--- src/rtl/vec_pkg.sv ---
// ============================================================================
// Module : vec_pkg
// Brief  : Shared ALU codes, sequencer states and lane packing helpers.
// Rev    : 1.0 - initial release
// ============================================================================
`default_nettype none

package vec_pkg;

    typedef enum logic [2:0] {
        ADD = 3'b000,
        SUB = 3'b001,
        MOV = 3'b010,
        MUL = 3'b011,
        DIV = 3'b100,
        CMP = 3'b101
    } alu_op_e;

    typedef enum logic [1:0] {
        IDLE = 2'd0,
        RUN  = 2'd1,
        DONE = 2'd2
    } seq_state_e;

    // Bit offset of a lane inside a packed vector (lane i at [i*width +: width]).
    function automatic int lane_lsb(input int lane, input int width);
        return lane * width;
    endfunction

    function automatic logic lane_is_last(input int lane, input int lanes);
        return (lane == lanes - 1);
    endfunction

endpackage

`default_nettype wire

--- src/rtl/vec_lane_collect.sv ---
// ============================================================================
// Module : vec_lane_collect
// Brief  : Result register file, one N-bit register per lane with lane-indexed
//          write enable; cleared by reset and by accept of a new operation.
// Rev    : 1.0 - initial release
// ============================================================================
`default_nettype none

module vec_lane_collect #(
    parameter int N     = 8,
    parameter int LANES = 4,
    parameter int LW    = (LANES > 1) ? $clog2(LANES) : 1
) (
    input  logic               clk,
    input  logic               rst,
    input  logic               clr_i,
    input  logic               we_i,
    input  logic [LW-1:0]      lane_i,
    input  logic [N-1:0]       data_i,
    output logic [LANES*N-1:0] result_o
);

    for (genvar i = 0; i < LANES; i++) begin : g_lane
        logic [N-1:0] lane_q;

        always_ff @(posedge clk or posedge rst) begin
            if (rst) begin
                lane_q <= '0;
            end else if (clr_i) begin
                lane_q <= '0;
            end else if (we_i && (lane_i == LW'(i))) begin
                lane_q <= data_i;
            end
        end

        assign result_o[i*N +: N] = lane_q;
    end

endmodule

`default_nettype wire

--- src/rtl/vec_lane_sequencer.sv ---
// ============================================================================
// Module : vec_lane_sequencer
// Brief  : Streams one vector op lane-by-lane through a scalar ALU and returns
//          the collected result vector over valid/ready.
//          Optional macro DIVZERO_CHECK_EN adds per-lane divide-by-zero flags.
// Rev    : 1.0 - initial release
// ============================================================================
`default_nettype none

module vec_lane_sequencer
    import vec_pkg::*;
#(
    parameter int N     = 8,
    parameter int LANES = 4
) (
    input  logic               clk,
    input  logic               rst,
    input  logic               in_valid,
    output logic               in_ready,
    input  logic [2:0]         in_op,
    input  logic [LANES*N-1:0] in_a,
    input  logic [LANES*N-1:0] in_b,
    output logic [N-1:0]       alu_a,
    output logic [N-1:0]       alu_b,
    output logic [2:0]         alu_f,
    input  logic [N-1:0]       alu_result,
    output logic               out_valid,
    input  logic               out_ready,
`ifdef DIVZERO_CHECK_EN
    output logic [LANES-1:0]   divz,
`endif
    output logic [LANES*N-1:0] out_result,
    output logic               busy
);

    localparam int LW = (LANES > 1) ? $clog2(LANES) : 1;
    localparam int VW = (LANES * N > 1) ? $clog2(LANES * N) : 1;

    seq_state_e         state_q, state_d;
    logic [LW-1:0]      lane_q, lane_d;
    logic [2:0]         op_q;
    logic [LANES*N-1:0] a_q, b_q;

    logic               w_accept;
    logic               w_run;
    logic [VW-1:0]      w_lsb;
    logic [N-1:0]       w_lane_a, w_lane_b;
    logic [N-1:0]       w_wr_data;

    assign w_accept = (state_q == IDLE) && in_valid;
    assign w_run    = (state_q == RUN);
    assign w_lsb    = VW'(lane_lsb(int'(lane_q), N));
    assign w_lane_a = a_q[w_lsb +: N];
    assign w_lane_b = b_q[w_lsb +: N];

    always_comb begin
        state_d = state_q;
        lane_d  = lane_q;
        case (state_q)
            IDLE: begin
                if (in_valid) begin
                    state_d = RUN;
                    lane_d  = '0;
                end
            end
            RUN: begin
                // Counter parks on the last lane instead of wrapping.
                if (lane_is_last(int'(lane_q), LANES)) begin
                    state_d = DONE;
                end else begin
                    lane_d = lane_q + LW'(1);
                end
            end
            DONE: begin
                if (out_ready) begin
                    state_d = IDLE;
                end
            end
            default: begin
                state_d = IDLE;
                lane_d  = '0;
            end
        endcase
    end

    always_ff @(posedge clk or posedge rst) begin
        if (rst) begin
            state_q <= IDLE;
            lane_q  <= '0;
        end else begin
            state_q <= state_d;
            lane_q  <= lane_d;
        end
    end

    always_ff @(posedge clk or posedge rst) begin
        if (rst) begin
            op_q <= '0;
            a_q  <= '0;
            b_q  <= '0;
        end else if (w_accept) begin
            op_q <= in_op;
            a_q  <= in_a;
            b_q  <= in_b;
        end
    end

`ifdef DIVZERO_CHECK_EN
    logic             w_divz_hit;
    logic [LANES-1:0] divz_q;

    assign w_divz_hit = w_run && (op_q == DIV) && (w_lane_b == '0);
    assign w_wr_data  = w_divz_hit ? {N{1'b1}} : alu_result;

    always_ff @(posedge clk or posedge rst) begin
        if (rst) begin
            divz_q <= '0;
        end else if (w_accept) begin
            divz_q <= '0;
        end else if (w_divz_hit) begin
            divz_q[lane_q] <= 1'b1;
        end
    end

    assign divz = divz_q;
`else
    assign w_wr_data = alu_result;
`endif

    vec_lane_collect #(
        .N     (N),
        .LANES (LANES),
        .LW    (LW)
    ) u_collect (
        .clk      (clk),
        .rst      (rst),
        .clr_i    (w_accept),
        .we_i     (w_run),
        .lane_i   (lane_q),
        .data_i   (w_wr_data),
        .result_o (out_result)
    );

    assign in_ready  = (state_q == IDLE);
    assign out_valid = (state_q == DONE);
    assign busy      = (state_q == RUN) || (state_q == DONE);
    assign alu_a     = w_run ? w_lane_a : '0;
    assign alu_b     = w_run ? w_lane_b : '0;
    assign alu_f     = op_q;

endmodule

`default_nettype wire

--- config.mk ---
export PLATFORM = sky130hd
export DESIGN_NAME = vec_lane_sequencer
export DESIGN_NICKNAME = d
export VERILOG_FILES = /design/src/rtl/vec_pkg.sv /design/src/rtl/vec_lane_collect.sv /design/src/rtl/vec_lane_sequencer.sv
export SDC_FILE = /design/constraint.sdc
export NUM_CORES = 1
export LEC_CHECK = 0
export ABC_CLOCK_PERIOD_IN_PS = 8700
export BUFFER_PORTS_ARGS = -buffer_cell sky130_fd_sc_hd__buf_2
export CAP_MARGIN = 15
export CORE_UTILIZATION = 58
export CTS_BUF_LIST = sky130_fd_sc_hd__clkbuf_2
export DETAILED_ROUTE_END_ITERATION = 10
export GPL_ROUTABILITY_DRIVEN = 0
export MAX_ROUTING_LAYER = met4
export PLACE_DENSITY = 0.95
export SYNTH_ARGS = -nofsm -noshare
export SYNTH_HDL_FRONTEND = slang
export SYNTH_SLANG_ARGS = --single-unit
--- constraint.sdc ---
create_clock -name clk -period 8.7 [get_ports clk]
set_clock_uncertainty 0.05 [all_clocks]
set_input_delay 1.74 -clock clk [delete_from_list [all_inputs] [get_ports clk]]
set_output_delay 1.74 -clock clk [all_outputs]
set_load 0.005 [all_outputs]
==> metrics.md <==
| Metric | Value |
|---|---|
| Die area | `8330 sq um` |
| Die Ht | `91.2 um` |
| Crit path time final | `4440 ps` |
| M1 GR Usage | `31.1%` |
| Actual slew at the worst max-slew pin | `1110 ps` |
| Switching power | `594 uW` |
| Die X-Extent | `91.2 um` |
| Routed vias | `3254` |
| Sink Count | `103` |
| CP Class | `reg -> out` |
| ANT nets after route | `0` |
| Clock buffer depth | `2` |
| Fmax | `225 MHz` |
| RSZ-0062 raised after global routing | `false` |
| Number of diodes | `0` |
| Startpoint types | `flop` |
| Hold-fix buffer count after cts | `0` |
| Area contributors post-synth | `dfrtp_1 56%, mux2_2 17%, mux4_2 4.4%, mux4_1 4.0%, nand2_1 3.7%` |
| Core Util, Final | `70.0%` |
| Yosys reg bits | `103` |
| Final setup violation count | `0` |
| Dpl ws | `4840 ps` |
| Tot GR Track Use | `25.5%` |
| RR Endpoint | `b_q[25]$_DFFE_PP0P_` |
| Final WL | `9.62 mm` |
| Setup_tns | `0 ps` |
| Layout area overhead | `17.0%` |
| Final non-filler cell area | `5410 sq um` |
| CORE AREA | `7730 sq um` |
| R2R Path Start | `state_q[1]$_DFFE_PP0P_` |
| Worst hold path depth | `1` |
| Detailed placement HPWL | `6.92 mm` |
| MaxCap Viol Count | `0` |
| PD cells | `322 nW/um^2` |
| I/O Buffers | `132` |
| Num CTS Buffers | `9` |
| Final-stage net count | `563` |
| Met2 Use GR | `42.4%` |
| Min-Delay Startpoint | `a_q[15]$_DFFE_PP0P_` |
| Hold crit path type | `reg -> reg` |
| Crit path DAT | `2650 ps` |
| Post-synth top area cell | `dfrtp_1` |
| Final Hold Viols | `0` |
| Largest net degree at the start of global routing | `63` |
| Worst Setup End Kind | `primary output` |
| Synth Instances | `352` |
| Yosys cell types | `19` |
| Synthesized area per cell | `13.1 sq um` |
| Lkg Pwr | `0.00259 uW` |
| H-tree levels | `3` |
| Detailed Route Iter0 Violations | `144` |
| Part of the power in registers | `47.9%` |
| Tcrit/Tclk final | `51.1%` |
| Synthesized area | `4620 sq um` |
| Post_cts resized | `0` |
| Setup ws final | `4260 ps` |
| Initial Utilization | `59.8%` |
| Switch share | `34.1%` |
| Worst hold endpoint | `a_q[15]$_DFFE_PP0P_` |
| Clock Power Share | `11.5%` |
| DRC viols | `0` |
| Logic pwr share | `40.6%` |
| Hold Slack | `488 ps` |
| CP required | `6910 ps` |
| Status | `finished clean` |
| Origin of the worst setup path | `lane_q[0]$_DFFE_PP0P_` |
| Final Max Slew Viols | `0` |
| Ports | `133` |
| Post-Syn Nets | `440` |
| Core Rows | `32` |
| Initial antenna violation count | `0` |
| Share of cells above drive strength 1 | `48.1%` |
| Sequential-to-total area share from yosys stat | `55.8%` |
| Number of global-route vias before repair | `3368` |
| CTS tree | `yes` |
| Drt pass-1 iters | `4` |
| Wire length of the first global-routing pass | `15.9 mm` |
| R2R cell count | `5` |
| Met3 Use GR | `4.52%` |
| Worst slew margin | `26.0%` |
| Worst-path clk slew | `280 ps` |
| Post-CTS Setup Repair Bufs | `0` |
| Root buf cell | `clkbuf_2` |
| Reg2Reg Setup Slack | `6220 ps` |
| Crit path max fanout | `19` |
| Yosys Warn Count | `0` |
| Synth top area share | `55.8%` |
| Grt ovf | `0` |
| Busiest grt layer | `met2` |
| Drt wl/cell | `16.5 um` |
| Int Power | `1150 uW` |
| Vias per cell | `5.59` |
| Worst vdd rail ir drop | `183 uV` |
| Placement Cell Area | `5310 sq um` |
| Worst-Skew Late Latency | `530 ps` |
[per-layer routing]
metal	part of all wire, %	wire, um
met1	39	3770
met2	51	4920
met3	6.9	667
met4	2.7	263
met5	0	0
[cells in the mapped netlist]
master and number:
dfrtp_1 103, mux2_2 69, nand2_1 46, a21oi_1 32, nand3_1 24, and2_1 18, buf_2 15, ha_1 9
mux4_2 9, inv_1 7, mux4_1 7, clkbuf_1 4, buf_1 2, mux2i_1 2, a221oi_1 1, buf_12 1
buf_6 1, nor2b_1 1, nor3_2 1
[power groups by stage]
| stage | Sequential (uW) | Clock, uW | Combinational, uW |
|---|---|---|---|
| CTS | 837 | 212 | 717 |
| floorplan | 790 | 0 | 544 |
| finish | 835 | 201 | 708 |
| global route | 864 | 229 | 781 |
| global placement | 830 | 0 | 680 |
| detailed placement | 847 | 0 | 716 |
[registers in the layout, indices dropped and copies added (netlist names)]
| signal | cells |
|---|---|
| a_q | 32 |
| alu_f | 3 |
| b_q | 32 |
| lane_q | 2 |
| state_q | 2 |
| u_collect.g_lane.lane_q | 32 |
[cells in the final DEF (no fill, tap or decap), types with 2 or more instances in the layout]
master and instances:
buf_2 132, dfrtp_1 103, mux2_2 69, nand2_1 46, a21oi_1 32, nand3_1 24, and2_1 17, mux4_2 9
ha_1 9, clkbuf_2 9, mux4_1 7, inv_1 6, buf_4 3, mux2i_1 2, clkinv_4 2, inv_6 2
[logic make-up after synthesis]
| logic type | share of synthesized area [%] |
|---|---|
| AO/OA/AOI/OAI | 3.66 |
| adder cells (fa/ha/maj) | 2.44 |
| buffers and inverters | 3.36 |
| flip-flops | 55.8 |
| multiplexers | 25.6 |
| AND/OR/NAND/NOR | 9.13 |
[worst max-delay path, cell delays in order (launching register included)]
cell     delay, ps
dfrtp_1       1140
mux4_1         670
and2_1         180
buf_2          120
[area by class of cell]
type | count | area (sq um)
clock inverters | 7 | 55.1
clock buffers | 9 | 45.0
flip-flops and latches | 103 | 2580
fillers | 583 | 2320
multi-input cells | 219 | 1890
inverters | 7 | 28.8
repair buffers | 135 | 683
well taps | 102 | 128
[how the worst max path moves through the flow]
stage	slack [ps]	depth (start not counted)	to
2_1_floorplan	4210	1	a_q[0]$_DFFE_PP0P_
6_report	4260	3	alu_a[3]
3_5_place_dp	4840	3	alu_a[3]
3_3_place_gp	4870	3	alu_a[1]
5_1_grt	4040	3	alu_a[4]
4_1_cts	4170	3	alu_a[3]
[through the flow]
step / instances / total power (uW)
2_1_floorplan: 352 / 1330
5_1_grt: 582 / 1870
3_3_place_gp: 566 / 1510
3_5_place_dp: 566 / 1560
4_1_cts: 582 / 1770
6_report: 582 / 1740
(Power assumes the default switching activity.)
